<file path="src/rtl/alu_pkg.sv">
// alu_pkg
// Shared definitions for the ALU control sequencer:
//   - ALU operation codes driven on to_alu
//   - R-type funct field codes
//   - en_uc ALU class codes
//   - FSM state enum and decode result struct
//   - alu_decode(): pure class/funct -> {illegal, op, is_multi} decode
package alu_pkg;

    // Widest en_uc the decoder handles; narrower buses are zero-extended.
    localparam int UC_MAX_W = 8;

    // ALU operation codes
    localparam logic [3:0] OP_AND  = 4'b0000;
    localparam logic [3:0] OP_OR   = 4'b0001;
    localparam logic [3:0] OP_ADD  = 4'b0010;
    localparam logic [3:0] OP_XOR  = 4'b0011;
    localparam logic [3:0] OP_NOR  = 4'b0100;
    localparam logic [3:0] OP_SUB  = 4'b0110;
    localparam logic [3:0] OP_SLT  = 4'b0111;
    localparam logic [3:0] OP_MULT = 4'b1000;
    localparam logic [3:0] OP_DIV  = 4'b1001;

    // R-type funct field codes
    localparam logic [5:0] F_AND  = 6'b100100;
    localparam logic [5:0] F_OR   = 6'b100101;
    localparam logic [5:0] F_ADD  = 6'b100000;
    localparam logic [5:0] F_SUB  = 6'b100010;
    localparam logic [5:0] F_SLT  = 6'b101010;
    localparam logic [5:0] F_XOR  = 6'b100110;
    localparam logic [5:0] F_NOR  = 6'b100111;
    localparam logic [5:0] F_MULT = 6'b011000;
    localparam logic [5:0] F_DIV  = 6'b011010;

    // en_uc ALU class codes
    localparam logic [UC_MAX_W-1:0] UC_RTYPE = UC_MAX_W'(0);
    localparam logic [UC_MAX_W-1:0] UC_ADD   = UC_MAX_W'(1);
    localparam logic [UC_MAX_W-1:0] UC_SUB   = UC_MAX_W'(2);
    localparam logic [UC_MAX_W-1:0] UC_AND   = UC_MAX_W'(3);
    localparam logic [UC_MAX_W-1:0] UC_OR    = UC_MAX_W'(4);
    localparam logic [UC_MAX_W-1:0] UC_SLT   = UC_MAX_W'(5);
    localparam logic [UC_MAX_W-1:0] UC_XOR   = UC_MAX_W'(6);

    typedef enum logic [1:0] {
        ST_IDLE  = 2'd0,
        ST_HOLD  = 2'd1,
        ST_MULTI = 2'd2
    } state_e;

    typedef struct packed {
        logic       illegal;
        logic [3:0] op;
        logic       is_multi;
    } dec_t;

    function automatic dec_t alu_decode(input logic [UC_MAX_W-1:0] en_uc,
                                        input logic [5:0]          funct);
        dec_t d;
        d.illegal  = 1'b0;
        d.op       = OP_ADD;
        d.is_multi = 1'b0;
        case (en_uc)
            UC_RTYPE: begin
                case (funct)
                    F_AND:  d.op = OP_AND;
                    F_OR:   d.op = OP_OR;
                    F_ADD:  d.op = OP_ADD;
                    F_SUB:  d.op = OP_SUB;
                    F_SLT:  d.op = OP_SLT;
                    F_XOR:  d.op = OP_XOR;
                    F_NOR:  d.op = OP_NOR;
                    F_MULT: begin d.op = OP_MULT; d.is_multi = 1'b1; end
                    F_DIV:  begin d.op = OP_DIV;  d.is_multi = 1'b1; end
                    default: begin d.op = OP_AND; d.illegal = 1'b1; end
                endcase
            end
            UC_ADD:  d.op = OP_ADD;
            UC_SUB:  d.op = OP_SUB;
            UC_AND:  d.op = OP_AND;
            UC_OR:   d.op = OP_OR;
            UC_SLT:  d.op = OP_SLT;
            UC_XOR:  d.op = OP_XOR;
            // Unknown class falls back to ADD and flags it.
            default: d.illegal = 1'b1;
        endcase
        return d;
    endfunction

endpackage

</file>
<file path="src/rtl/alu_ctrl_seq_if.sv">
// alu_ctrl_seq_if
// Request/response bundle between the ID/EX stage and the ALU control
// sequencer.
//   master: drives in_valid, funct, en_uc, out_ready
//   slave : drives in_ready, out_valid, to_alu, illegal, busy, mc_start
interface alu_ctrl_seq_if #(
    parameter int UC_W = 3
) ();
    logic            in_valid;
    logic            in_ready;
    logic [5:0]      funct;
    logic [UC_W-1:0] en_uc;
    logic            out_valid;
    logic            out_ready;
    logic [3:0]      to_alu;
    logic            illegal;
    logic            busy;
    logic            mc_start;

    modport master (
        output in_valid, funct, en_uc, out_ready,
        input  in_ready, out_valid, to_alu, illegal, busy, mc_start
    );

    modport slave (
        input  in_valid, funct, en_uc, out_ready,
        output in_ready, out_valid, to_alu, illegal, busy, mc_start
    );
endinterface

</file>
<file path="src/rtl/alu_decode_comb.sv">
// alu_decode_comb
// Purely combinational ALU class / funct decode.
//   en_uc : ALU class from the control unit (UC_W bits)
//   funct : R-type function field
//   dec   : {illegal, op, is_multi}
module alu_decode_comb import alu_pkg::*; #(
    parameter int UC_W = 3
) (
    input  logic [UC_W-1:0] en_uc,
    input  logic [5:0]      funct,
    output dec_t            dec
);
    if (UC_W < 1 || UC_W > UC_MAX_W) begin : g_bad_uc_w
        $error("alu_decode_comb: UC_W out of range");
    end

    assign dec = alu_decode(UC_MAX_W'(en_uc), funct);
endmodule

</file>
<file path="src/rtl/alu_ctrl_seq.sv">
// alu_ctrl_seq
// Registered, handshaked ALU control decoder that also sequences the
// fixed-latency MULT/DIV unit.
//   clk : rising-edge clock
//   rst : synchronous, active-high reset
//   bus : alu_ctrl_seq_if slave (request in, decoded op out, busy/mc_start)
// Parameters: UC_W (en_uc width), MUL_LAT / DIV_LAT (1..15 cycles).
module alu_ctrl_seq import alu_pkg::*; #(
    parameter int UC_W    = 3,
    parameter int MUL_LAT = 4,
    parameter int DIV_LAT = 8
) (
    input  logic           clk,
    input  logic           rst,
    alu_ctrl_seq_if.slave  bus
);
    if (MUL_LAT < 1 || MUL_LAT > 15) begin : g_bad_mul_lat
        $error("alu_ctrl_seq: MUL_LAT must be 1..15");
    end
    if (DIV_LAT < 1 || DIV_LAT > 15) begin : g_bad_div_lat
        $error("alu_ctrl_seq: DIV_LAT must be 1..15");
    end

    // Counter counts down to 0, so it is loaded with latency minus one.
    localparam logic [3:0] MUL_CNT = 4'(MUL_LAT - 1);
    localparam logic [3:0] DIV_CNT = 4'(DIV_LAT - 1);

    state_e     state_q, state_d;
    logic [3:0] cnt_q;
    logic [3:0] op_q;
    logic       ill_q;
    logic       start_q;
    logic       in_ready;
    logic       accept;
    dec_t       dec;

    alu_decode_comb #(.UC_W(UC_W)) u_decode (
        .en_uc (bus.en_uc),
        .funct (bus.funct),
        .dec   (dec)
    );

    // Ready depends on state and out_ready only; in_valid never feeds back.
    assign in_ready = (state_q == ST_IDLE) ||
                      (state_q == ST_HOLD && bus.out_ready);
    assign accept   = bus.in_valid && in_ready;

    always_comb begin
        // NOTE: every variable gets a default first so no path leaves it unassigned (no latch).
        state_d = state_q;
        case (state_q)
            ST_IDLE: begin
                if (accept) state_d = dec.is_multi ? ST_MULTI : ST_HOLD;
            end
            ST_HOLD: begin
                // An accept in HOLD implies out_ready: drain and refill together.
                if (accept)             state_d = dec.is_multi ? ST_MULTI : ST_HOLD;
                else if (bus.out_ready) state_d = ST_IDLE;
            end
            ST_MULTI: begin
                if (cnt_q == 4'd0) state_d = ST_HOLD;
            end
            default: state_d = ST_IDLE;
        endcase
    end

    always_ff @(posedge clk) begin
        // NOTE: state is updated with non-blocking assignments so all registers sample pre-edge values.
        if (rst) begin
            state_q <= ST_IDLE;
            cnt_q   <= 4'd0;
            op_q    <= OP_AND;
            ill_q   <= 1'b0;
            start_q <= 1'b0;
        end else begin
            state_q <= state_d;
            start_q <= accept && dec.is_multi;
            if (accept) begin
                // Result is captured once at acceptance and held until the next accept.
                op_q  <= dec.op;
                ill_q <= dec.illegal;
                if (dec.is_multi) cnt_q <= (dec.op == OP_DIV) ? DIV_CNT : MUL_CNT;
            end else if (state_q == ST_MULTI && cnt_q != 4'd0) begin
                cnt_q <= cnt_q - 4'd1;
            end
        end
    end

    assign bus.in_ready  = in_ready;
    assign bus.out_valid = (state_q == ST_HOLD);
    assign bus.busy      = (state_q == ST_MULTI);
    assign bus.mc_start  = start_q;
    assign bus.to_alu    = op_q;
    assign bus.illegal   = ill_q;
endmodule

</file>
<file path="src/flat_wrapper.sv">
// flat-port wrapper written by rule: the top's interface ports become plain ports
module alu_ctrl_seq_flat import alu_pkg::*;
#(
    parameter int UC_W    = 3,
    parameter int MUL_LAT = 4,
    parameter int DIV_LAT = 8
)
  (clk, rst, bus_in_valid, bus_funct, bus_en_uc, bus_out_ready, bus_in_ready, bus_out_valid, bus_to_alu, bus_illegal, bus_busy, bus_mc_start);
  alu_ctrl_seq_if #(.UC_W(UC_W)) bus_i ();
  input  logic clk;
  input  logic rst;
  input wire logic [$bits(bus_i.in_valid)-1:0] bus_in_valid;
  input wire logic [$bits(bus_i.funct)-1:0] bus_funct;
  input wire logic [$bits(bus_i.en_uc)-1:0] bus_en_uc;
  input wire logic [$bits(bus_i.out_ready)-1:0] bus_out_ready;
  output wire logic [$bits(bus_i.in_ready)-1:0] bus_in_ready;
  output wire logic [$bits(bus_i.out_valid)-1:0] bus_out_valid;
  output wire logic [$bits(bus_i.to_alu)-1:0] bus_to_alu;
  output wire logic [$bits(bus_i.illegal)-1:0] bus_illegal;
  output wire logic [$bits(bus_i.busy)-1:0] bus_busy;
  output wire logic [$bits(bus_i.mc_start)-1:0] bus_mc_start;
  assign bus_i.in_valid = bus_in_valid;
  assign bus_i.funct = bus_funct;
  assign bus_i.en_uc = bus_en_uc;
  assign bus_i.out_ready = bus_out_ready;
  assign bus_in_ready = bus_i.in_ready;
  assign bus_out_valid = bus_i.out_valid;
  assign bus_to_alu = bus_i.to_alu;
  assign bus_illegal = bus_i.illegal;
  assign bus_busy = bus_i.busy;
  assign bus_mc_start = bus_i.mc_start;
  alu_ctrl_seq #(.UC_W(UC_W), .MUL_LAT(MUL_LAT), .DIV_LAT(DIV_LAT)) u_core (.clk(clk), .rst(rst), .bus(bus_i));
endmodule
</file>
<file path="config.mk">
export PLATFORM = sky130hd
export DESIGN_NAME = alu_ctrl_seq_flat
export DESIGN_NICKNAME = d
export VERILOG_FILES = /design/src/rtl/alu_pkg.sv /design/src/rtl/alu_ctrl_seq_if.sv /design/src/rtl/alu_decode_comb.sv /design/src/rtl/alu_ctrl_seq.sv /design/src/flat_wrapper.sv
export SDC_FILE = /design/constraint.sdc
export NUM_CORES = 1
export LEC_CHECK = 0
export ABC_AREA = 1
export BUFFER_PORTS_ARGS = -buffer_cell sky130_fd_sc_hd__buf_2
export CORE_MARGIN = 4
export CORE_UTILIZATION = 30
export DETAILED_ROUTE_END_ITERATION = 8
export MAX_ROUTING_LAYER = met4
export SLEW_MARGIN = 20
export SYNTH_ARGS = -nofsm -noshare
export SYNTH_HDL_FRONTEND = slang
export SYNTH_SLANG_ARGS = --single-unit
</file>
<file path="constraint.sdc">
create_clock -name clk -period 2 [get_ports clk]
set_clock_uncertainty 0.05 [all_clocks]
set_input_delay 0.4 -clock clk [delete_from_list [all_inputs] [get_ports clk]]
set_output_delay 0.4 -clock clk [all_outputs]
set_load 0.02 [all_outputs]
</file>
======== Word-level counts from Yosys, hierarchy flattened ========
Cells that the tools add are included.
storage, ports and cells
  register bits after elaboration ......... 12
  latch bits .............................. 0
  memory bits (writable) .................. 0
  ROM bits ................................ 0
  bits of input ports ..................... 13
  output and inout bits ................... 9
  logic and storage cells ................. 59
  memories kept ........................... 0
cells by class
  add/sub/neg operators ................... 1
  multiply operators ...................... 0
  div/mod/pow operators ................... 0
  order comparisons ....................... 0
  equality and inequality tests ........... 22
  shift operators ......................... 0
  mux-type cells .......................... 16
  bitwise logic cells ..................... 0
  reductions and logical operators ........ 15
operator list
  kind                                              count
  == test 6 bit, second input constant              7
  one-hot mux 4 bit (8 select lines)                1
  one-hot mux 4 bit (6 select lines)                1
  == test 6 x 5 -> 1 bit, second input constant     2
  2-to-1 mux 4 bit                                  3
  2-to-1 mux 2 bit                                  5
  == test 3 bit, second input constant              3
  OR reduction 9 bit                                1
  == test 3 x 2 -> 1 bit, second input constant     2
  one-hot mux 2 bit (3 select lines)                1
  OR reduction 6 bit                                1
  == test 4 bit, second input constant              1
  logical AND 1 bit                                 4
  logical NOT 4 bit                                 1
  != test 2 x 1 -> 1 bit, second input constant     2
  nonzero test 4 bit                                1
  subtractor 4 x 1 -> 4 bit, second input constant  1
  == test 3 x 1 -> 1 bit, second input constant     1
  logical NOT 3 bit                                 1
  2-to-1 mux 1 bit                                  3
  2-to-1 mux 3 bit                                  1
  != test 3 x 2 -> 1 bit, second input constant     1
  AND reduction 3 bit                               1
  == test 2 x 1 -> 1 bit, second input constant     1
  8 further kinds                                   8

======== Depth between registers and ports, before layout ========
Gate-level depths: netlist of the first run.
  depth after elaboration ................. 7
  mapped depth ............................ 10
  mapped depth without buffers ............ 10

======== Cells and area by module ========
Synthesis of the first run repeated with hierarchy kept, for this count alone.
unflattened totals
  cells, all modules ...................... 146
  area, all modules ....................... 912.1 µm²
by module, submodules not included
  module           instances  cells an instance  area an instance (µm²)  sequential area each (µm²)
  alu_ctrl_seq     1          88                 641.9                   240.2
  alu_decode_comb  1          58                 270.3                   0.0

======== Worst setup path before layout of the first run ========
OpenSTA, ideal clock, no wires.
  path kind ............................... input -> register
  from .................................... in bus_out_ready
  to ...................................... reg u_core.cnt_q[3]
  library setup time ...................... 0.115 ns
  arrival time ............................ 1.288 ns
  setup slack ............................. 0.546 ns
  stages .................................. 9
  buffers on the path ..................... 0
  cells stage by stage .................... nor2_1 > nor2_2 > nand2_4 > inv_2 > nand2_2 > nand2_4 > nand2_1 > nor2_2 > nor3_2
on the way
  word-level cells in the longest chain between the ends .. 5
  elaborated cells between the ends (all ways) .. 7
  those cells by class .................... 1 x eq/ne; 1 x mux; 5 x reduce/logical
ends and longest elaborated chain
  what                                                                  line                text
  start: declaration                                                    flat_wrapper.sv:15  input wire logic [$bits(bus_i.out_ready)-1:0] bus_out_ready;
  logical AND 1 bit *                                                   alu_ctrl_seq.sv:45  (state_q == ST_HOLD && bus.out_ready);
  logical OR 1 bit *                                                    alu_ctrl_seq.sv:44  assign in_ready = (state_q == ST_IDLE) ||
  via bus_in_ready                                                      flat_wrapper.sv:16  output wire logic [$bits(bus_i.in_ready)-1:0] bus_in_ready;
  logical AND 1 bit *                                                   alu_ctrl_seq.sv:46  assign accept = bus.in_valid && in_ready;
  != test 2 bit (no source line) or nonzero test 2 bit (tied branches)  --
  AND reduction 2 bit (no source line)                                  --
  end signal: assignment                                                alu_ctrl_seq.sv:82  if (dec.is_multi) cnt_q <= (dec.op == OP_DIV) ? DIV_CNT : MUL_CNT;
  end signal: assignment                                                alu_ctrl_seq.sv:84  cnt_q <= cnt_q - 4'd1;
  end: declaration                                                      alu_ctrl_seq.sv:29  logic [3:0] cnt_q;
The timed path passes the listed nets; every way through them passes the cells marked *.
A chain may end at the register's enable or synchronous reset.

======== Worst setup path after layout of the first run ========
  from .................................... reg u_core.cnt_q[0]
  to ...................................... reg u_core.cnt_q[2]
on the way
  word-level cells in the longest chain between the ends .. 4
  elaborated cells between the ends (all ways) .. 7
  those cells by class .................... 1 x add/sub; 2 x mux; 4 x reduce/logical
ends and longest elaborated chain
  what
  parallel branches: the longest is 4 deep, another holds subtractor 4 x 1 -> 4 bit
Several ways; the timed one is not identified. The select of a mux whose other input is x is not followed.

==> flow_metrics.py, run 1 <==
metrics = {
    "die": {
        "ios": 22,
        "chipWidth_um": 59.9,
        "floorplan.initialDensity": 0.321,
        "floorplan.die.height_um": 59.9,
        "core_um2": 2520,
        "fp.dieArea_um2": 3590,
        "placement_rows": 18,
    },
    "route": {
        "vias": 819,
        "detail-route-antenna-nets": 0,
        "wl_um": 1800,
        "detail_route.vias_per_cell": 4.68,
        "drt-initial-drc-count": 8,
        "firstDrtPassIters": 4,
        "routed_wire_length_per_instance_um": 10.3,
        "route.detailed.drc": 0,
    },
    "global_route": {
        "initial_antenna_violation_count": 0,
        "wire_length_of_the_first_global_routing_pass_um": 3170,
        "grt_pass1_vias": 742,
        "grt.overflow.total": 0,
        "maximum_number_of_pins_on_one_net_before_global_route_repair": 10,
        "gr-usage-all-layers": 0.120,
    },
    "final_layout": {
        "multiInputGateArea_um2": 475,
        "num-fill-cells": 270,
        "finish.instance_area_um2": 973,
        "antenna_cells": 0,
        "drive_gt1_frac": 0.297,
        "net_total_in_the_final_layout": 160,
        "sequential_cell_area_um2": 240,
        "syn_to_final_growth_pct": 20.2,
    },
    "logic_synthesis": {
        "async_flop_share": 0,
        "syn_area_per_cell_um2": 6.64,
        "synth_nets": 136,
        "synth_seq_area_share": 0.297,
        "synth-adder-area-share": 0.0155,
        "synth.mux.area_fraction": 0,
        "synth_largest_type_area_fraction": 0.297,
        "synth-warning-count": 0,
        "synth_top_family_by_area": "simple AND/OR/NAND/NOR gates",
        "synth_area_leaders": "dfxtp_1, nand2_1, inv_1",
        "ys_ff_latch": 12,
        "synthSimpleGateAreaFrac": 0.357,
        "netlist-cell-type-count": 27,
        "syn-instance-count": 122,
        "mappedNetlistArea_um2": 810,
        "synth_edf_count": 0,
        "synthFlopType": "dfxtp_1",
        "synth-compound-area-share": 0.204,
        "synth_top_cell_by_area": "dfxtp_1",
        "synth_xor_xnor_area_share": 0.0108,
    },
    "worst_setup_path": {
        "timing.critical_path.arrival_ns": 1.69,
        "worst-path-max-fanout": 4,
        "flop2flop_setup_slack_ns": 0.47,
        "timing.critical_path.slowest_cell_delay_ns": 0.33,
        "path_depth": 9,
        "timing.critical_path.from": "u_core.cnt_q[0]",
        "worst_ep_required_time_ns": 2.16,
        "critical_path.cell_chain": "inv_1, ha_1, inv_1, nor2_1, nand2_1, nand2_1, a21boi_1, a21oi_1, a21oi_1",
        "critical_path.reg2reg.endpoint": "u_core.cnt_q[2]",
        "crit_type": "flop to flop",
        "reg2regPathDepth": 9,
        "critical_path.reg2reg.startpoint": "u_core.cnt_q[0]",
        "worst_setup_path_end": "u_core.cnt_q[2]",
        "critical_path.top_delay_family": "compound AO/OA/AOI/OAI gates",
        "endpoint_kind": "flop",
        "critPathBufInv": 2,
        "slowest_stage": "dfxtp_1",
        "setup.worst_path.start_class": "flop",
    },
    "sta": {
        "fmax_mhz": 654,
        "finalHoldWorstSlack_ns": 0.350,
        "worst_case_setup_margin_in_the_final_layout_ns": 0.470,
        "worst_slew_pin_slew_ns": 0.352,
        "setup_viol_count_final": 0,
        "relSlewSlack": 0.763,
        "final_period_minus_worst_setup_slack_ns": 1.53,
        "post-route-period-util": 0.765,
        "tns_ns": 0,
        "slew_violations": 0,
        "setup_repair_after_global_routing_missed_its_margin": "false",
        "report.final.hold_viol_count": 0,
    },
    "pwr": {
        "p_leak_nw": 0.484,
        "max-vdd-ir-drop_mv": 0.491,
        "power_density_nw_per_um2": 555,
    },
    "placed_design": {
        "numPortBuffers": 21,
        "gp_weighted_congestion": 0.770,
        "post_dp_cell_area_um2": 937,
        "dp_hpwl_um": 1480,
        "dp_slack_ns": 0.444,
    },
    "clock_tree": {
        "worst_setup_hold_path_clk_slew_ns": 0.07,
        "cts_hold_repair.buffers": 0,
        "cts_inserted_buffers": 3,
        "clk-insertion-delay-late_ns": 0.27,
        "cts_tree": "yes",
        "h-tree-depth": 1,
        "post_cts_resized": 0,
        "cts_setup_buffers": 0,
        "clockBufferDepth": 2,
        "cts_root_buf": "clkbuf_4",
        "clock_sink_count": 12,
    },
    "run_status": {
        "run_status": "finished clean",
    },
    "hold_path": {
        "hp-class": "primary input to flop",
    },
    "flow_run": {
        "drv.max_cap_violation_count": 0,
    },
}
-- synthesized netlist by cell type (3+ instances only) --
master and number:
a21oi_1 12, nor3_1 3, nand2_1 21, dfxtp_1 12
inv_2 3, o21ai_1 3, inv_1 18, nand3_1 7
nor2_2 5, nor2_1 10, o21ai_0 7, nand2_2 4
-- through the flow --
step,util,total power [mW],instances
5_1_grt,0.386,0.574,175
4_1_cts,0.386,0.550,175
2_1_floorplan,-,0.321,122
3_5_place_dp,0.372,0.357,171
3_3_place_gp,0.372,0.354,171
6_report,0.386,0.540,175
-- per-layer routing --
layer  GRT usage  part of all wire  up-vias
met4      0.0411            0.0055        0
met1       0.154              0.49      354
li1            -                 -      446
met5           -                 0        -
met2       0.174              0.46       15
met3      0.0410             0.046        4
-- state kept, by name (all words and copies together), names as in the netlist --
| name | count |
|---|---|
| u_core.bus.to_alu | 4 |
| u_core.bus.mc_start | 1 |
| u_core.bus.illegal | 1 |
| u_core.state_q | 2 |
| u_core.cnt_q | 4 |
-- how the worst min path moves through the flow --
stage / startpoint / end / cells past startpoint
6_report: rst / u_core.state_q[0] / 2
3_3_place_gp: u_core.bus.to_alu[0] / u_core.bus.to_alu[0] / 2
3_5_place_dp: u_core.bus.to_alu[0] / u_core.bus.to_alu[0] / 2
2_1_floorplan: u_core.cnt_q[1] / u_core.cnt_q[1] / 2
5_1_grt: rst / u_core.state_q[0] / 2
4_1_cts: rst / u_core.cnt_q[1] / 2
-- logic make-up after synthesis --
group	after synthesis
flip-flops	12
adder cells (fa/ha/maj)	1
AO/OA/AOI/OAI	29
XOR/XNOR	1
buffers and inverters	23
AND/OR/NAND/NOR	56
-- power by group --
| part | total [mW] | internal, mW | switching, mW | leakage [nW] |
|---|---|---|---|---|
| Sequential | 0.250 | 0.247 | 0.00344 | 0.0978 |
| Clock | 0.189 | 0.111 | 0.0785 | 0.0210 |
| Combinational | 0.101 | 0.0338 | 0.0672 | 0.365 |
| Total | 0.540 | 0.391 | 0.149 | 0.484 |
-- area by class of cell --
type	count	share of cell area
Clock buffer	4	0.0373
Inverter	21	0.0810
Multi-Input combinational cell	87	0.488
Sequential cell	12	0.247
Tap cell	30	0.0386
Timing Repair Buffer	21	0.108
-- cells in the final DEF, fill, tap and decap left out --
master / instances
a21boi_1: 1
a21oi_1: 12
a31oi_1: 1
buf_2: 21
clkbuf_4: 3
clkbuf_8: 1
dfxtp_1: 12
ha_1: 1
inv_1: 18
inv_2: 3
nand2_1: 21
nand2_2: 4
nand2_4: 2
nand3_1: 7
nor2_1: 10
nor2_2: 5
nor2_4: 1
nor3_1: 3
nor3_2: 1
nor3_4: 1
nor4_1: 1
o2111ai_1: 2
o211ai_1: 1
o21ai_0: 7
o21ai_1: 3
o21ai_2: 1
o21bai_1: 1
xor2_1: 1
Note: power is estimated with default switching activity, not from simulation.
==> run 2, diff against run 1 <==
==> constraint.sdc (replaced) <==
create_clock -name clk -period 1.58 [get_ports clk]
set_clock_uncertainty 0.05 [all_clocks]
set_input_delay 0.316 -clock clk [delete_from_list [all_inputs] [get_ports clk]]
set_output_delay 0.316 -clock clk [all_outputs]
set_load 0.02 [all_outputs]
==> run 2 against run 1 <==
Utilization grew 0.45 points. Register-to-register slack worse by 0.33 ns. Setup slack got worse by 0.33 ns. Critical path type unchanged. Sequential cell count is the same. Sequential share of layout area decreased by 0.28 points. Final cell count increased by 0.57%. Non-clock buffer count grew 1. Combinational power rose by 27%. Largest power group unchanged. First-iteration DRC count is 100% higher.
==> flow_metrics.py, run 2 (synthesized netlist as in run 1, its figures left out) <==
metrics = {
    "pwr": {
        "p_seq_frac": 0.457,
        "internal_power_mw": 0.495,
        "logic_pwr_share": 0.185,
        "power_density_nw_per_um2": 705,
        "p_leak_nw": 0.489,
        "power.switching_mw": 0.199,
        "max-vdd-ir-drop_mv": 0.425,
        "share_clk_of_total_power": 0.358,
        "power_switching_share": 0.286,
    },
    "final_layout": {
        "net_total_in_the_final_layout": 161,
        "post-route-util": 0.390,
        "final_cell_count_no_fill": 176,
        "num-fill-cells": 281,
        "drive_gt1_frac": 0.308,
        "layout_common_cells": "nand2_1, buf_2, inv_1",
        "syn_to_final_growth_pct": 21.6,
        "antenna_cells": 0,
    },
    "worst_setup_path": {
        "worst_ep_required_time_ns": 1.70,
        "reg2regPathDepth": 11,
        "critical_path.top_delay_family": "simple AND/OR/NAND/NOR gates",
        "flop2flop_setup_slack_ns": 0.14,
        "critical_path.reg2reg.endpoint": "u_core.cnt_q[3]",
        "endpoint_kind": "flop",
        "timing.critical_path.arrival_ns": 1.56,
        "crit_type": "flop to flop",
        "slowest_stage": "dfxtp_1",
        "critical_path.most_common_cell": "nand2_1",
        "critical_path.reg2reg.startpoint": "u_core.cnt_q[0]",
        "critical_path.cell_chain": "inv_1, ha_1, inv_1, nor2_1, nand2_1, nand2_1, buf_4, nand2_4, nand2_1, nor2_2, nor3_2",
        "timing.critical_path.slowest_cell_delay_ns": 0.36,
        "worst-path-max-fanout": 5,
        "critPathBufInv": 3,
        "setup.worst_path.start_class": "flop",
    },
    "route": {
        "detail-route-antenna-nets": 0,
        "wl_um": 1880,
        "route.detailed.drc": 0,
        "vias": 832,
        "drt-initial-drc-count": 16,
        "detail_route.vias_per_cell": 4.73,
        "routed_wire_length_per_instance_um": 10.7,
        "firstDrtPassIters": 4,
    },
    "clock_tree": {
        "clockBufferDepth": 2,
        "clk-insertion-delay-late_ns": 0.28,
        "worst_setup_hold_path_clk_slew_ns": 0.08,
        "h-tree-depth": 1,
        "clock_sink_count": 12,
        "cts_setup_buffers": 0,
        "cts_tree": "yes",
        "cts_root_buf": "clkbuf_4",
        "cts_inserted_buffers": 3,
    },
    "global_route": {
        "maximum_number_of_pins_on_one_net_before_global_route_repair": 10,
        "gr-usage-all-layers": 0.121,
        "initial_antenna_violation_count": 0,
        "grt_pass1_vias": 814,
        "grt.overflow.total": 0,
        "wire_length_of_the_first_global_routing_pass_um": 3260,
    },
    "hold_path": {
        "cell_depth_of_the_worst_min_delay_path": 2,
        "min_from": "rst",
        "worst_hold_endpoint": "u_core.state_q[0]",
        "hp-class": "primary input to flop",
    },
    "flow_run": {
        "drv.max_cap_violation_count": 0,
    },
    "placed_design": {
        "dp_slack_ns": 0.110,
        "gp_weighted_congestion": 0.846,
        "dp_hpwl_um": 1520,
        "numPortBuffers": 21,
        "place_inst": 172,
    },
    "sta": {
        "setup_viol_count_final": 0,
        "slew_violations": 0,
        "final_period_minus_worst_setup_slack_ns": 1.44,
        "fmax_mhz": 696,
        "finalHoldWorstSlack_ns": 0.247,
        "report.final.hold_viol_count": 0,
        "worst_slew_pin_slew_ns": 0.342,
        "setup_repair_after_global_routing_missed_its_margin": "false",
        "relSlewSlack": 0.770,
        "tns_ns": 0,
        "worst_case_setup_margin_in_the_final_layout_ns": 0.143,
        "post-route-period-util": 0.909,
    },
    "die": {
        "ios": 22,
        "fp.dieArea_um2": 3590,
        "floorplan.initialDensity": 0.321,
        "floorplan.die.height_um": 59.9,
        "placement_rows": 18,
        "core_um2": 2520,
        "chipWidth_um": 59.9,
    },
    "run_status": {
        "run_status": "finished clean",
    },
}
-- run 2: cell types whose count changed in the layout (fill, tap and decap cells not counted) --
cell and delta:
a21boi_2 +1, buf_4 +1, a21boi_1 -1
-- run 2: worst max path at each step --
stage	endpoint	slack, ns	cells past startpoint	from
after detailed placement	u_core.cnt_q[3]	0.11	9	bus_en_uc[1]
after global routing	u_core.cnt_q[3]	0.008	11	u_core.cnt_q[0]
after floorplan	u_core.cnt_q[3]	0.17	10	u_core.state_q[0]
final	u_core.cnt_q[3]	0.14	11	u_core.cnt_q[0]
after CTS	u_core.cnt_q[3]	0.14	11	u_core.cnt_q[0]
after global placement	u_core.cnt_q[3]	0.15	9	bus_en_uc[1]
-- run 2: power by group through the flow --
stage          clock [mW]  combinational, mW  sequential [mW]
2_1_floorplan           0             0.0727            0.333
3_3_place_gp            0              0.125            0.323
3_5_place_dp            0              0.129            0.324
4_1_cts             0.257              0.130            0.317
5_1_grt             0.267              0.145            0.318
6_report            0.248              0.128            0.317
-- run 2: per-stage QoR --
| stage | power [mW] | area (um^2) |
|---|---|---|
| 2_1_floorplan | 0.406 | 810 |
| 3_3_place_gp | 0.449 | 945 |
| 3_5_place_dp | 0.453 | 945 |
| 4_1_cts | 0.704 | 981 |
| 5_1_grt | 0.730 | 985 |
| 6_report | 0.694 | 985 |
-- run 2: area by class of cell --
cell class / count / area, um^2 / area share
Multi-Input combinational cell: 87 / 479 / 0.487
Sequential cell: 12 / 240 / 0.244
Timing Repair Buffer: 22 / 113 / 0.114
Inverter: 21 / 78.8 / 0.0801
Tap cell: 30 / 37.5 / 0.0381
Clock buffer: 4 / 36.3 / 0.0368
-- run 2: repair_timing --
item	4_1_cts	5_1_grt
endpoints found under the setup margin	0	2
hold buffers	0	0
resized for setup	0	1
-- run 2: routing by layer --
| metal | up-vias | track usage | wire length, um |
|---|---|---|---|
| li1 | 445 | - | - |
| met1 | 364 | 0.153 | 868 |
| met2 | 20 | 0.185 | 892 |
| met3 | 3 | 0.0194 | 97 |
| met4 | 0 | 0.0601 | 25 |
| met5 | - | - | 0 |
==> run 3, diff against run 2 <==
--- a/config.mk
+++ b/config.mk
@@ -11,6 +11,7 @@
 export CORE_UTILIZATION = 30
 export DETAILED_ROUTE_END_ITERATION = 8
 export MAX_ROUTING_LAYER = met4
+export REMOVE_ABC_BUFFERS = 1
 export SLEW_MARGIN = 20
 export SYNTH_ARGS = -nofsm -noshare
 export SYNTH_HDL_FRONTEND = slang
==> run 3 against run 2 <==
Highest routed layer is now met3. Global-route usage is 0.60 points lower. Critical endpoint is now u_core.cnt_q[2]. Sequential share of layout area grew 0.19 points. Wire length is 7.0% lower. Worst hold slack gained 0.017 ns. Register-to-register slack hardly changed. Combinational power hardly changed. Clock-buffer cell count unchanged. Critical path depth down 2. Final area is 0.25% lower. Largest power group unchanged. Sequential cell count stayed put.
==> flow_metrics.py, run 3 (synthesized netlist as in run 1, its figures left out) <==
metrics = {
    "final_layout": {
        "post-route-util": 0.389,
        "syn_to_final_growth_pct": 21.3,
        "antenna_cells": 0,
        "net_total_in_the_final_layout": 161,
        "finish.instance_area_um2": 982,
        "final_cell_count_no_fill": 176,
        "num-fill-cells": 286,
        "layout_common_cells": "nand2_1, buf_2, inv_1",
        "drive_gt1_frac": 0.308,
    },
    "sta": {
        "worst_case_setup_margin_in_the_final_layout_ns": 0.153,
        "relSlewSlack": 0.771,
        "post-route-period-util": 0.903,
        "report.final.hold_viol_count": 0,
        "finalHoldWorstSlack_ns": 0.264,
        "fmax_mhz": 701,
        "tns_ns": 0,
        "final_period_minus_worst_setup_slack_ns": 1.43,
        "setup_repair_after_global_routing_missed_its_margin": "false",
        "worst_slew_pin_slew_ns": 0.340,
        "slew_violations": 0,
        "setup_viol_count_final": 0,
    },
    "route": {
        "detail-route-antenna-nets": 0,
        "wl_um": 1750,
        "route.detailed.drc": 0,
        "vias": 843,
        "routed_wire_length_per_instance_um": 9.95,
        "firstDrtPassIters": 4,
        "detail_route.vias_per_cell": 4.79,
        "drt-initial-drc-count": 19,
    },
    "placed_design": {
        "dp_hpwl_um": 1430,
        "gp_weighted_congestion": 0.846,
        "dp_slack_ns": 0.108,
        "numPortBuffers": 21,
        "place_inst": 172,
        "post_dp_cell_area_um2": 945,
    },
    "die": {
        "floorplan.die.height_um": 59.9,
        "placement_rows": 18,
        "chipWidth_um": 59.9,
        "ios": 22,
        "fp.dieArea_um2": 3590,
        "core_um2": 2520,
        "floorplan.initialDensity": 0.321,
    },
    "global_route": {
        "wire_length_of_the_first_global_routing_pass_um": 3120,
        "initial_antenna_violation_count": 0,
        "maximum_number_of_pins_on_one_net_before_global_route_repair": 10,
        "grt.overflow.total": 0,
        "gr-usage-all-layers": 0.115,
        "grt_pass1_vias": 783,
    },
    "pwr": {
        "p_leak_nw": 0.488,
        "max-vdd-ir-drop_mv": 0.654,
        "power_density_nw_per_um2": 693,
        "power_consumption_mw": 0.681,
    },
    "clock_tree": {
        "worst_setup_hold_path_clk_slew_ns": 0.07,
        "cts_setup_buffers": 0,
        "cts_inserted_buffers": 3,
        "h-tree-depth": 1,
        "clockBufferDepth": 2,
        "cts_root_buf": "clkbuf_4",
        "cts_hold_repair.buffers": 0,
        "clk-insertion-delay-late_ns": 0.27,
        "clock_sink_count": 12,
        "post_cts_resized": 0,
        "cts_tree": "yes",
    },
    "worst_setup_path": {
        "timing.critical_path.from": "u_core.cnt_q[0]",
        "worst_setup_path_end": "u_core.cnt_q[2]",
        "endpoint_kind": "flop",
        "timing.critical_path.arrival_ns": 1.57,
        "crit_type": "flop to flop",
        "worst-path-max-fanout": 3,
        "worst_ep_required_time_ns": 1.73,
        "critical_path.reg2reg.endpoint": "u_core.cnt_q[2]",
        "setup.worst_path.start_class": "flop",
        "flop2flop_setup_slack_ns": 0.15,
        "reg2regPathDepth": 9,
        "critical_path.reg2reg.startpoint": "u_core.cnt_q[0]",
    },
    "hold_path": {
        "hp-class": "primary input to flop",
    },
    "flow_run": {
        "drv.max_cap_violation_count": 0,
    },
    "run_status": {
        "run_status": "finished clean",
    },
}
## run 3: cell counts in the layout (fill, tap and decap cells not counted)
No cell type changed its count.
## run 3: where the power goes
group / internal, mW / switching, mW
logic: 0.0428 / 0.0843
registers: 0.312 / 0.00438
clock network: 0.140 / 0.0976
total: 0.495 / 0.186
## run 3: area by class of cell
class | count | area, um^2 | share of cell area
clock buffers | 4 | 36.3 | 0.0369
repair buffers | 22 | 113 | 0.115
flip-flops and latches | 12 | 241 | 0.246
inverters | 21 | 78.8 | 0.0803
well taps | 30 | 37.5 | 0.0382
multi-input cells | 87 | 475 | 0.484
## run 3: how the worst min path moves through the flow
stage	slack (ns)	start	cells after the start	endpoint
after global placement	0.41	u_core.bus.to_alu[0]	2	u_core.bus.to_alu[0]
after CTS	0.26	rst	2	u_core.bus.to_alu[3]
final	0.26	rst	2	u_core.cnt_q[0]
after global routing	0.25	rst	2	u_core.bus.to_alu[3]
after detailed placement	0.41	u_core.bus.to_alu[3]	2	u_core.bus.to_alu[3]
after floorplan	0.34	rst	1	u_core.bus.to_alu[0]
## run 3: worst max-delay path: stages (launching register included)
cell and delay, ns:
dfxtp_2 0.33, inv_1 0.07, ha_1 0.19, inv_1 0.05, nor2_1 0.08, nand2_1 0.05, nand2_1 0.06, a21boi_1 0.26
a21oi_1 0.07, a21oi_1 0.15
## run 3: routing by layer
| layer | wire [um] | vias to the layer above | GRT usage |
|---|---|---|---|
| met4 | 0 | 0 | 0.0190 |
| met5 | 0 | - | - |
| met2 | 783 | 25 | 0.174 |
| met1 | 863 | 375 | 0.150 |
| met3 | 104 | 0 | 0.0389 |
| li1 | - | 443 | - |
